File: src/rtl/nand_control_unit_pkg.sv
// Shared constants, instruction bit positions and FSM state encoding for the NAND control unit.
// NAND_CU_HALT_DETECT_EN adds the HALT state to the encoding.
package nand_control_unit_pkg;

   localparam int DATA_W  = 16;

   localparam int CI_BIT  = 15;
   localparam int AM_BIT  = 12;
   localparam int U_BIT   = 10;
   localparam int OP1_BIT = 9;
   localparam int OP0_BIT = 8;
   localparam int ZX_BIT  = 7;
   localparam int SW_BIT  = 6;
   localparam int DA_BIT  = 5;
   localparam int DD_BIT  = 4;
   localparam int DM_BIT  = 3;
   localparam int LT_BIT  = 2;
   localparam int EQ_BIT  = 1;
   localparam int GT_BIT  = 0;

`ifdef NAND_CU_HALT_DETECT_EN
   typedef enum logic [2:0] {
      ST_FETCH  = 3'd0,
      ST_DREAD  = 3'd1,
      ST_EXEC   = 3'd2,
      ST_DWRITE = 3'd3,
      ST_HALT   = 3'd4
   } cu_state_e;
`else
   typedef enum logic [1:0] {
      ST_FETCH  = 2'd0,
      ST_DREAD  = 2'd1,
      ST_EXEC   = 2'd2,
      ST_DWRITE = 2'd3
   } cu_state_e;
`endif

   // Sequential successor; wraps from all-ones back to zero.
   function automatic logic [DATA_W-1:0] pc_inc(input logic [DATA_W-1:0] pc);
      return pc + {{(DATA_W-1){1'b0}}, 1'b1};
   endfunction

   function automatic logic [DATA_W-1:0] const_value(input logic [DATA_W-1:0] ir);
      return {1'b0, ir[DATA_W-2:0]};
   endfunction

endpackage

File: src/rtl/nand_jump_cond.sv
// Jump condition evaluator: compares a signed result against the lt/eq/gt mask.
// Purely combinational so it can be shared with a single-cycle core.
module nand_jump_cond
   import nand_control_unit_pkg::*;
(
   input  logic [DATA_W-1:0] res,
   input  logic              lt,
   input  logic              eq,
   input  logic              gt,
   output logic              jmp
);

   logic neg_s;
   logic zero_s;
   logic pos_s;

   // Classify the result sign and select the requested conditions.
   always_comb begin
      neg_s  = res[DATA_W-1];
      zero_s = (res == {DATA_W{1'b0}});
      pos_s  = !neg_s && !zero_s;
      jmp    = (lt && neg_s) || (eq && zero_s) || (gt && pos_s);
   end

endmodule

File: src/rtl/nand_control_unit.sv
// Multi-cycle control/register stage around an external combinational 16-bit ALU.
// Optional halt detection is enabled by defining NAND_CU_HALT_DETECT_EN.
module nand_control_unit
   import nand_control_unit_pkg::*;
#(
   parameter logic [DATA_W-1:0] RESET_PC = 16'h0000
)
(
   input  logic              clk,
   input  logic              rst_n,
   output logic              imem_req,
   output logic [DATA_W-1:0] imem_addr,
   input  logic              imem_ack,
   input  logic [DATA_W-1:0] imem_rdata,
   output logic              dmem_req,
   output logic              dmem_we,
   output logic [DATA_W-1:0] dmem_addr,
   output logic [DATA_W-1:0] dmem_wdata,
   input  logic              dmem_ack,
   input  logic [DATA_W-1:0] dmem_rdata,
   output logic [DATA_W-1:0] alu_x,
   output logic [DATA_W-1:0] alu_y,
   output logic              alu_u,
   output logic              alu_op1,
   output logic              alu_op0,
   output logic              alu_zx,
   output logic              alu_sw,
   input  logic [DATA_W-1:0] alu_out,
   output logic              retire,
`ifdef NAND_CU_HALT_DETECT_EN
   output logic              halted,
`endif
   output logic [DATA_W-1:0] pc_q,
   output logic [DATA_W-1:0] a_q,
   output logic [DATA_W-1:0] d_q
);

   cu_state_e         state_r;
   cu_state_e         state_nxt_s;
   cu_state_e         done_state_s;

   logic [DATA_W-1:0] pc_r;
   logic [DATA_W-1:0] a_r;
   logic [DATA_W-1:0] d_r;
   logic [DATA_W-1:0] ir_r;
   logic [DATA_W-1:0] mq_r;
   logic [DATA_W-1:0] res_r;

   logic              imem_req_r;
   logic              dmem_req_r;
   logic              dmem_we_r;
   logic              retire_r;
   logic              imem_req_nxt_s;
   logic              dmem_req_nxt_s;
   logic              dmem_we_nxt_s;
   logic              retire_nxt_s;

   logic              fetch_done_s;
   logic              dread_done_s;
   logic              dwrite_done_s;
   logic              const_commit_s;
   logic              alu_commit_s;
   logic [DATA_W-1:0] commit_val_s;
   logic              jmp_s;

`ifdef NAND_CU_HALT_DETECT_EN
   logic              halt_s;
   logic              halted_r;
   logic              halted_nxt_s;
`endif

   // Handshake completions (acks only count while our request is up) and commit qualifiers.
   always_comb begin
      fetch_done_s   = (state_r == ST_FETCH)  && imem_req_r && imem_ack;
      dread_done_s   = (state_r == ST_DREAD)  && dmem_req_r && dmem_ack;
      dwrite_done_s  = (state_r == ST_DWRITE) && dmem_req_r && dmem_ack;
      const_commit_s = (state_r == ST_EXEC) && !ir_r[CI_BIT];
      alu_commit_s   = ((state_r == ST_EXEC) && ir_r[CI_BIT] && !ir_r[DM_BIT]) || dwrite_done_s;
      // A commit straight out of EXEC has not latched RES yet, so take the live ALU result.
      if (state_r == ST_DWRITE) begin
         commit_val_s = res_r;
      end else begin
         commit_val_s = alu_out;
      end
   end

   nand_jump_cond u_jump_cond (
      .res (commit_val_s),
      .lt  (ir_r[LT_BIT]),
      .eq  (ir_r[EQ_BIT]),
      .gt  (ir_r[GT_BIT]),
      .jmp (jmp_s)
   );

   // Destination state after a committing ALU instruction.
   always_comb begin
`ifdef NAND_CU_HALT_DETECT_EN
      halt_s = alu_commit_s && ir_r[LT_BIT] && ir_r[EQ_BIT] && ir_r[GT_BIT] &&
               (a_r == pc_r) && !ir_r[DA_BIT] && !ir_r[DD_BIT] && !ir_r[DM_BIT];
      if (halt_s) begin
         done_state_s = ST_HALT;
      end else begin
         done_state_s = ST_FETCH;
      end
`else
      done_state_s = ST_FETCH;
`endif
   end

   // FSM state register.
   always_ff @(posedge clk or negedge rst_n) begin
      if (!rst_n) begin
         state_r <= ST_FETCH;
      end else begin
         state_r <= state_nxt_s;
      end
   end

   // FSM next-state logic.
   always_comb begin
      state_nxt_s = state_r;
      case (state_r)
         ST_FETCH: begin
            if (fetch_done_s) begin
               if (imem_rdata[CI_BIT] && imem_rdata[AM_BIT]) begin
                  state_nxt_s = ST_DREAD;
               end else begin
                  state_nxt_s = ST_EXEC;
               end
            end else begin
               state_nxt_s = ST_FETCH;
            end
         end
         ST_DREAD: begin
            if (dread_done_s) begin
               state_nxt_s = ST_EXEC;
            end else begin
               state_nxt_s = ST_DREAD;
            end
         end
         ST_EXEC: begin
            if (!ir_r[CI_BIT]) begin
               state_nxt_s = ST_FETCH;
            end else if (ir_r[DM_BIT]) begin
               state_nxt_s = ST_DWRITE;
            end else begin
               state_nxt_s = done_state_s;
            end
         end
         ST_DWRITE: begin
            if (dwrite_done_s) begin
               state_nxt_s = done_state_s;
            end else begin
               state_nxt_s = ST_DWRITE;
            end
         end
`ifdef NAND_CU_HALT_DETECT_EN
         ST_HALT: begin
            state_nxt_s = ST_HALT;
         end
`endif
         default: begin
            state_nxt_s = ST_FETCH;
         end
      endcase
   end

   // FSM outputs, computed from the next state so the request flops lead the state by nothing.
   always_comb begin
      imem_req_nxt_s = (state_nxt_s == ST_FETCH);
      dmem_req_nxt_s = (state_nxt_s == ST_DREAD) || (state_nxt_s == ST_DWRITE);
      dmem_we_nxt_s  = (state_nxt_s == ST_DWRITE);
      retire_nxt_s   = const_commit_s || alu_commit_s;
`ifdef NAND_CU_HALT_DETECT_EN
      halted_nxt_s   = (state_nxt_s == ST_HALT);
`endif
   end

   // Registered handshake/status outputs; reset clears them at once, abandoning any access.
   always_ff @(posedge clk or negedge rst_n) begin
      if (!rst_n) begin
         imem_req_r <= 1'b0;
         dmem_req_r <= 1'b0;
         dmem_we_r  <= 1'b0;
         retire_r   <= 1'b0;
`ifdef NAND_CU_HALT_DETECT_EN
         halted_r   <= 1'b0;
`endif
      end else begin
         imem_req_r <= imem_req_nxt_s;
         dmem_req_r <= dmem_req_nxt_s;
         dmem_we_r  <= dmem_we_nxt_s;
         retire_r   <= retire_nxt_s;
`ifdef NAND_CU_HALT_DETECT_EN
         halted_r   <= halted_nxt_s;
`endif
      end
   end

   // Architectural and pipeline registers; every commit reads the pre-instruction A.
   always_ff @(posedge clk or negedge rst_n) begin
      if (!rst_n) begin
         pc_r  <= RESET_PC;
         a_r   <= {DATA_W{1'b0}};
         d_r   <= {DATA_W{1'b0}};
         ir_r  <= {DATA_W{1'b0}};
         mq_r  <= {DATA_W{1'b0}};
         res_r <= {DATA_W{1'b0}};
      end else begin
         if (fetch_done_s) begin
            ir_r <= imem_rdata;
         end
         if (dread_done_s) begin
            mq_r <= dmem_rdata;
         end
         if ((state_r == ST_EXEC) && ir_r[CI_BIT]) begin
            res_r <= alu_out;
         end
         if (const_commit_s) begin
            a_r  <= const_value(ir_r);
            pc_r <= pc_inc(pc_r);
         end else if (alu_commit_s) begin
            if (ir_r[DA_BIT]) begin
               a_r <= commit_val_s;
            end
            if (ir_r[DD_BIT]) begin
               d_r <= commit_val_s;
            end
            if (jmp_s) begin
               pc_r <= a_r;
            end else begin
               pc_r <= pc_inc(pc_r);
            end
         end
      end
   end

   assign imem_req   = imem_req_r;
   assign imem_addr  = pc_r;
   assign dmem_req   = dmem_req_r;
   assign dmem_we    = dmem_we_r;
   assign dmem_addr  = a_r;
   assign dmem_wdata = res_r;
   assign retire     = retire_r;
`ifdef NAND_CU_HALT_DETECT_EN
   assign halted     = halted_r;
`endif

   assign alu_x   = d_r;
   assign alu_y   = ir_r[AM_BIT] ? mq_r : a_r;
   assign alu_u   = ir_r[U_BIT];
   assign alu_op1 = ir_r[OP1_BIT];
   assign alu_op0 = ir_r[OP0_BIT];
   assign alu_zx  = ir_r[ZX_BIT];
   assign alu_sw  = ir_r[SW_BIT];

   assign pc_q = pc_r;
   assign a_q  = a_r;
   assign d_q  = d_r;

endmodule

File: config.mk
export PLATFORM = sky130hd
export DESIGN_NAME = nand_control_unit
export DESIGN_NICKNAME = d
export VERILOG_FILES = /design/src/rtl/nand_control_unit_pkg.sv /design/src/rtl/nand_jump_cond.sv /design/src/rtl/nand_control_unit.sv
export SDC_FILE = /design/constraint.sdc
export NUM_CORES = 1
export LEC_CHECK = 0
export ABC_CLOCK_PERIOD_IN_PS = 3460
export BUFFER_PORTS_ARGS = -buffer_cell sky130_fd_sc_hd__buf_2
export CORE_ASPECT_RATIO = 0.75
export CORE_MARGIN = 10
export CORE_UTILIZATION = 30
export DETAILED_ROUTE_END_ITERATION = 8
export HOLD_SLACK_MARGIN = 0.06
export PLACE_DENSITY = 0.61
export SYNTH_ARGS = -nofsm -noshare
export SYNTH_HDL_FRONTEND = slang
export SYNTH_SLANG_ARGS = --single-unit
File: constraint.sdc
create_clock -name clk -period 3.46 [get_ports clk]
set_input_delay 0.519 -clock clk [delete_from_list [all_inputs] [get_ports clk]]
set_output_delay 0.519 -clock clk [all_outputs]
set_load 0.01 [all_outputs]
==> results.sh <==
export IMPL_outcome="finished, final reports clean"
export IMPL_synth_warnings=0
export IMPL_synth_most_common_cell="dfrtp_1"
export IMPL_yosysSeqAreaShare_pct=48.3
export IMPL_grt_pass1_wl_mm=25.7
export IMPL_async_reset_ff_share_pct=100
export IMPL_slowest_delay_ns=0.52
export IMPL_gr_total_overflow=0
export IMPL_fin_ws_ns=0.823
export IMPL_setup_viol=0
export IMPL_synth_cell_types=42
export IMPL_path_delay_family="simple AND/OR/NAND/NOR gates"
export IMPL_finalHoldViolations=0
export IMPL_p_leak_nw=3.05
export IMPL_totalWireLength_mm=16.4
export IMPL_n_fill_cell=1745
export IMPL_die_y_um=135
export IMPL_drive_above_1_share_pct=43.3
export IMPL_clock_sinks=102
export IMPL_ant_nets=0
export IMPL_ctsHoldBuffers=0
export IMPL_synth_nets=565
export IMPL_num_rows=41
export IMPL_worst_ep_arrival_time_ns=2.88
export IMPL_start_util_pct=31.0
export IMPL_worst_pin_slew_ns=0.980
export IMPL_h_tree_depth=3
export IMPL_cts_buffers=9
export IMPL_cp_common_cell="buf_4"
export IMPL_core_area_um2=17100
export IMPL_slew_headroom_pct=34.7
export IMPL_synth_avg_cell_area_um2=10.3
export IMPL_period_share_pct=76.2
export IMPL_ys_top_cells_by_count="dfrtp_1 (102), nand2_1 (75), mux2_2 (63)"
export IMPL_cap_violations=0
export IMPL_cts_resized=0
export IMPL_clk_latency_ns=0.35
export IMPL_synth_cells=512
export IMPL_dr_pass1_iters=4
export IMPL_io_buffer_count=188
export IMPL_antenna_found_initial=2
export IMPL_dp_slack_ns=0.766
export IMPL_startpoint_type="flip-flop"
export IMPL_syn_to_final_growth_pct=22.6
export IMPL_dpl_hpwl_mm=12.7
export IMPL_cts_buffer_depth=2
export IMPL_grtUsageTotal_pct=13.8
export IMPL_synth_area_leader_cell="dfrtp_1"
export IMPL_whs_ns=0.295
export IMPL_cp_max_fo=22
export IMPL_min_path_type="in -> async"
export IMPL_rsz0062_at_grt="no"
export IMPL_slew_viol_final=0
export IMPL_worstPathRequired_ns=3.70
export IMPL_finalCriticalPeriod_ns=2.64
export IMPL_drt_wirelength_per_cell_um=18.5
export IMPL_netlist_area_leader_share_pct=48.3
export IMPL_post_cts_buffers=0
export IMPL_fp_dieW_um=173
export IMPL_r2r_start="state_r[1]"
export IMPL_fmax_ghz=0.379
export IMPL_power_mw=6.44
export IMPL_ctsRootBufferMaster="clkbuf_16"
export IMPL_crit_buf_inv=2
export IMPL_cp_end_kind="flip-flop"
export IMPL_grt_max_degree=74
export IMPL_clk_pin_slew_ns=0.07
export IMPL_ir_worst_vdd_mv=0.526
export IMPL_cts_tree="yes"
export IMPL_place_congestion=0.822
export IMPL_drc_errors=0
export IMPL_reg2reg_setup_slack_ns=0.82
export IMPL_num_io_pins=189
export IMPL_ys_flop_type="dfrtp_1"
export IMPL_drtIter0Drc=246
export IMPL_utilization_pct=37.9
export IMPL_synth_edff_count=0
export IMPL_yosys_register_bits=102
export IMPL_via_count=4272
export IMPL_fin_worst_skew_ns=0.00742
export IMPL_synthTopCellsByArea="dfrtp_1 (48%), mux2_2 (13%), buf_4 (7.1%)"
export IMPL_final_nets=699
export IMPL_grt_pass1_vias=4356
export IMPL_critical_path_slowest_cell="dfrtp_1"
export IMPL_viasPerCell=4.81
export IMPL_cp_cell_sequence="nand2_1, buf_4, nor3_1, a31oi_1, o21a_1, buf_4, or2_4, o311a_1"
export IMPL_tns_ns=0
export IMPL_synth_area_um2=5290
export IMPL_pwr_density_cell_nw_per_um2=993
export IMPL_startpoint="state_r[1]"
export IMPL_worstSetupPathType="reg -> reg"
export IMPL_die_area_um2=23400
-- where the power goes --
part | total [mW] | switching, mW | internal, mW
logic | 2.81 | 1.48 | 1.33
registers | 2.43 | 0.675 | 1.76
clock network | 1.19 | 0.445 | 0.748
total | 6.44 | 2.60 | 3.84
-- per-layer routing --
layer  up-vias  track usage, %  share of wire (%)
met5         -               0               0.11
met4         2            2.58               0.75
met3        12            5.15                7.4
met2       135            21.0                 44
met1      2060            18.5                 47
li1       2063               -                  -
-- path summary, 6_finish.rpt --
path | cells after the start | endpoint
min in group clk | 2 | mq_r[11]
max in group asynchronous | 2 | dmem_wdata[13]
setup reg to reg | 8 | imem_addr[8]
hold reg to reg | 2 | a_q[14]
setup / recovery | 8 | imem_addr[8]
hold / removal | 1 | mq_r[7]
-- registers in the layout, indices dropped and copies added (netlist names) --
| register | flops |
|---|---|
| dmem_we | 1 |
| imem_req | 1 |
| retire | 1 |
| a_q | 16 |
| state_r | 2 |
| imem_addr | 16 |
| alu_x | 16 |
| dmem_wdata | 16 |
| mq_r | 16 |
| ir_r | 16 |
| dmem_req | 1 |
-- cells by family (layout without fill, tap and decap cells) --
group                      count (synthesis)  in the layout  synth area share, %
AOI/OAI and AO/OA                         99             99                 11.8
adders and majority gates                  1              1                0.237
buffers and inverters                     80            219                 9.49
DFF                                      102            102                 48.3
muxes                                     80             80                 16.6
other                                      0              1                    0
and+or+nand+nor                          150            150                 13.6
-- cells in the final DEF (no fill, tap or decap), drive strengths merged --
master | Yosys | layout
o211ai | 14 | 14
o22ai | 11 | 11
nand2b | 1 | 1
buf | 56 | 199
or2 | 1 | 1
o311a | 2 | 2
diode | 0 | 1
nand3 | 8 | 8
bufinv | 0 | 3
a31oi | 2 | 2
and3 | 3 | 3
o21a | 4 | 4
nand2 | 75 | 75
mux2i | 17 | 17
nand4 | 4 | 4
a311oi | 2 | 2
o21bai | 1 | 1
and2 | 9 | 9
nand3b | 1 | 1
mux2 | 63 | 63
nor3b | 1 | 1
nor3 | 9 | 9
a21oi | 8 | 8
clkbuf | 20 | 13
inv | 3 | 3
dfrtp | 102 | 102
nor4 | 9 | 9
nor2b | 1 | 1
a211oi | 1 | 1
or4 | 6 | 6
o31a | 3 | 3
o41ai | 1 | 1
ha | 1 | 1
o221ai | 2 | 2
o2bb2ai | 2 | 2
or3 | 7 | 7
o21ai | 46 | 46
clkinv | 1 | 1
nor2 | 15 | 15
-- per-stage QoR --
stage / cells / area [µm²]
finish: 888 / 6480
global route: 887 / 6480
CTS: 887 / 6480
detailed placement: 871 / 6130
global placement: 871 / 6130
floorplan: 512 / 5290
-- worst reg2reg max path: cells and delay by family, from the launching register on --
family	cells	cell delay [ns]
AO/OA/AOI/OAI	3	0.62
buffers and inverters	2	0.51
flip-flops	1	0.52
AND/OR/NAND/NOR	3	0.87
-- cell type report --
cell class	instances	area [µm²]	area share [%]
inverters	4	15.0	0.232
clock inverters	3	90.1	1.39
diodes	1	2.50	0.0386
clock buffers	13	260	4.02
multi-input cells	330	2240	34.5
repair buffers	199	1030	15.8
well taps	236	295	4.56
flip-flops and latches	102	2550	39.4
Power figures use the tool's default switching activity.
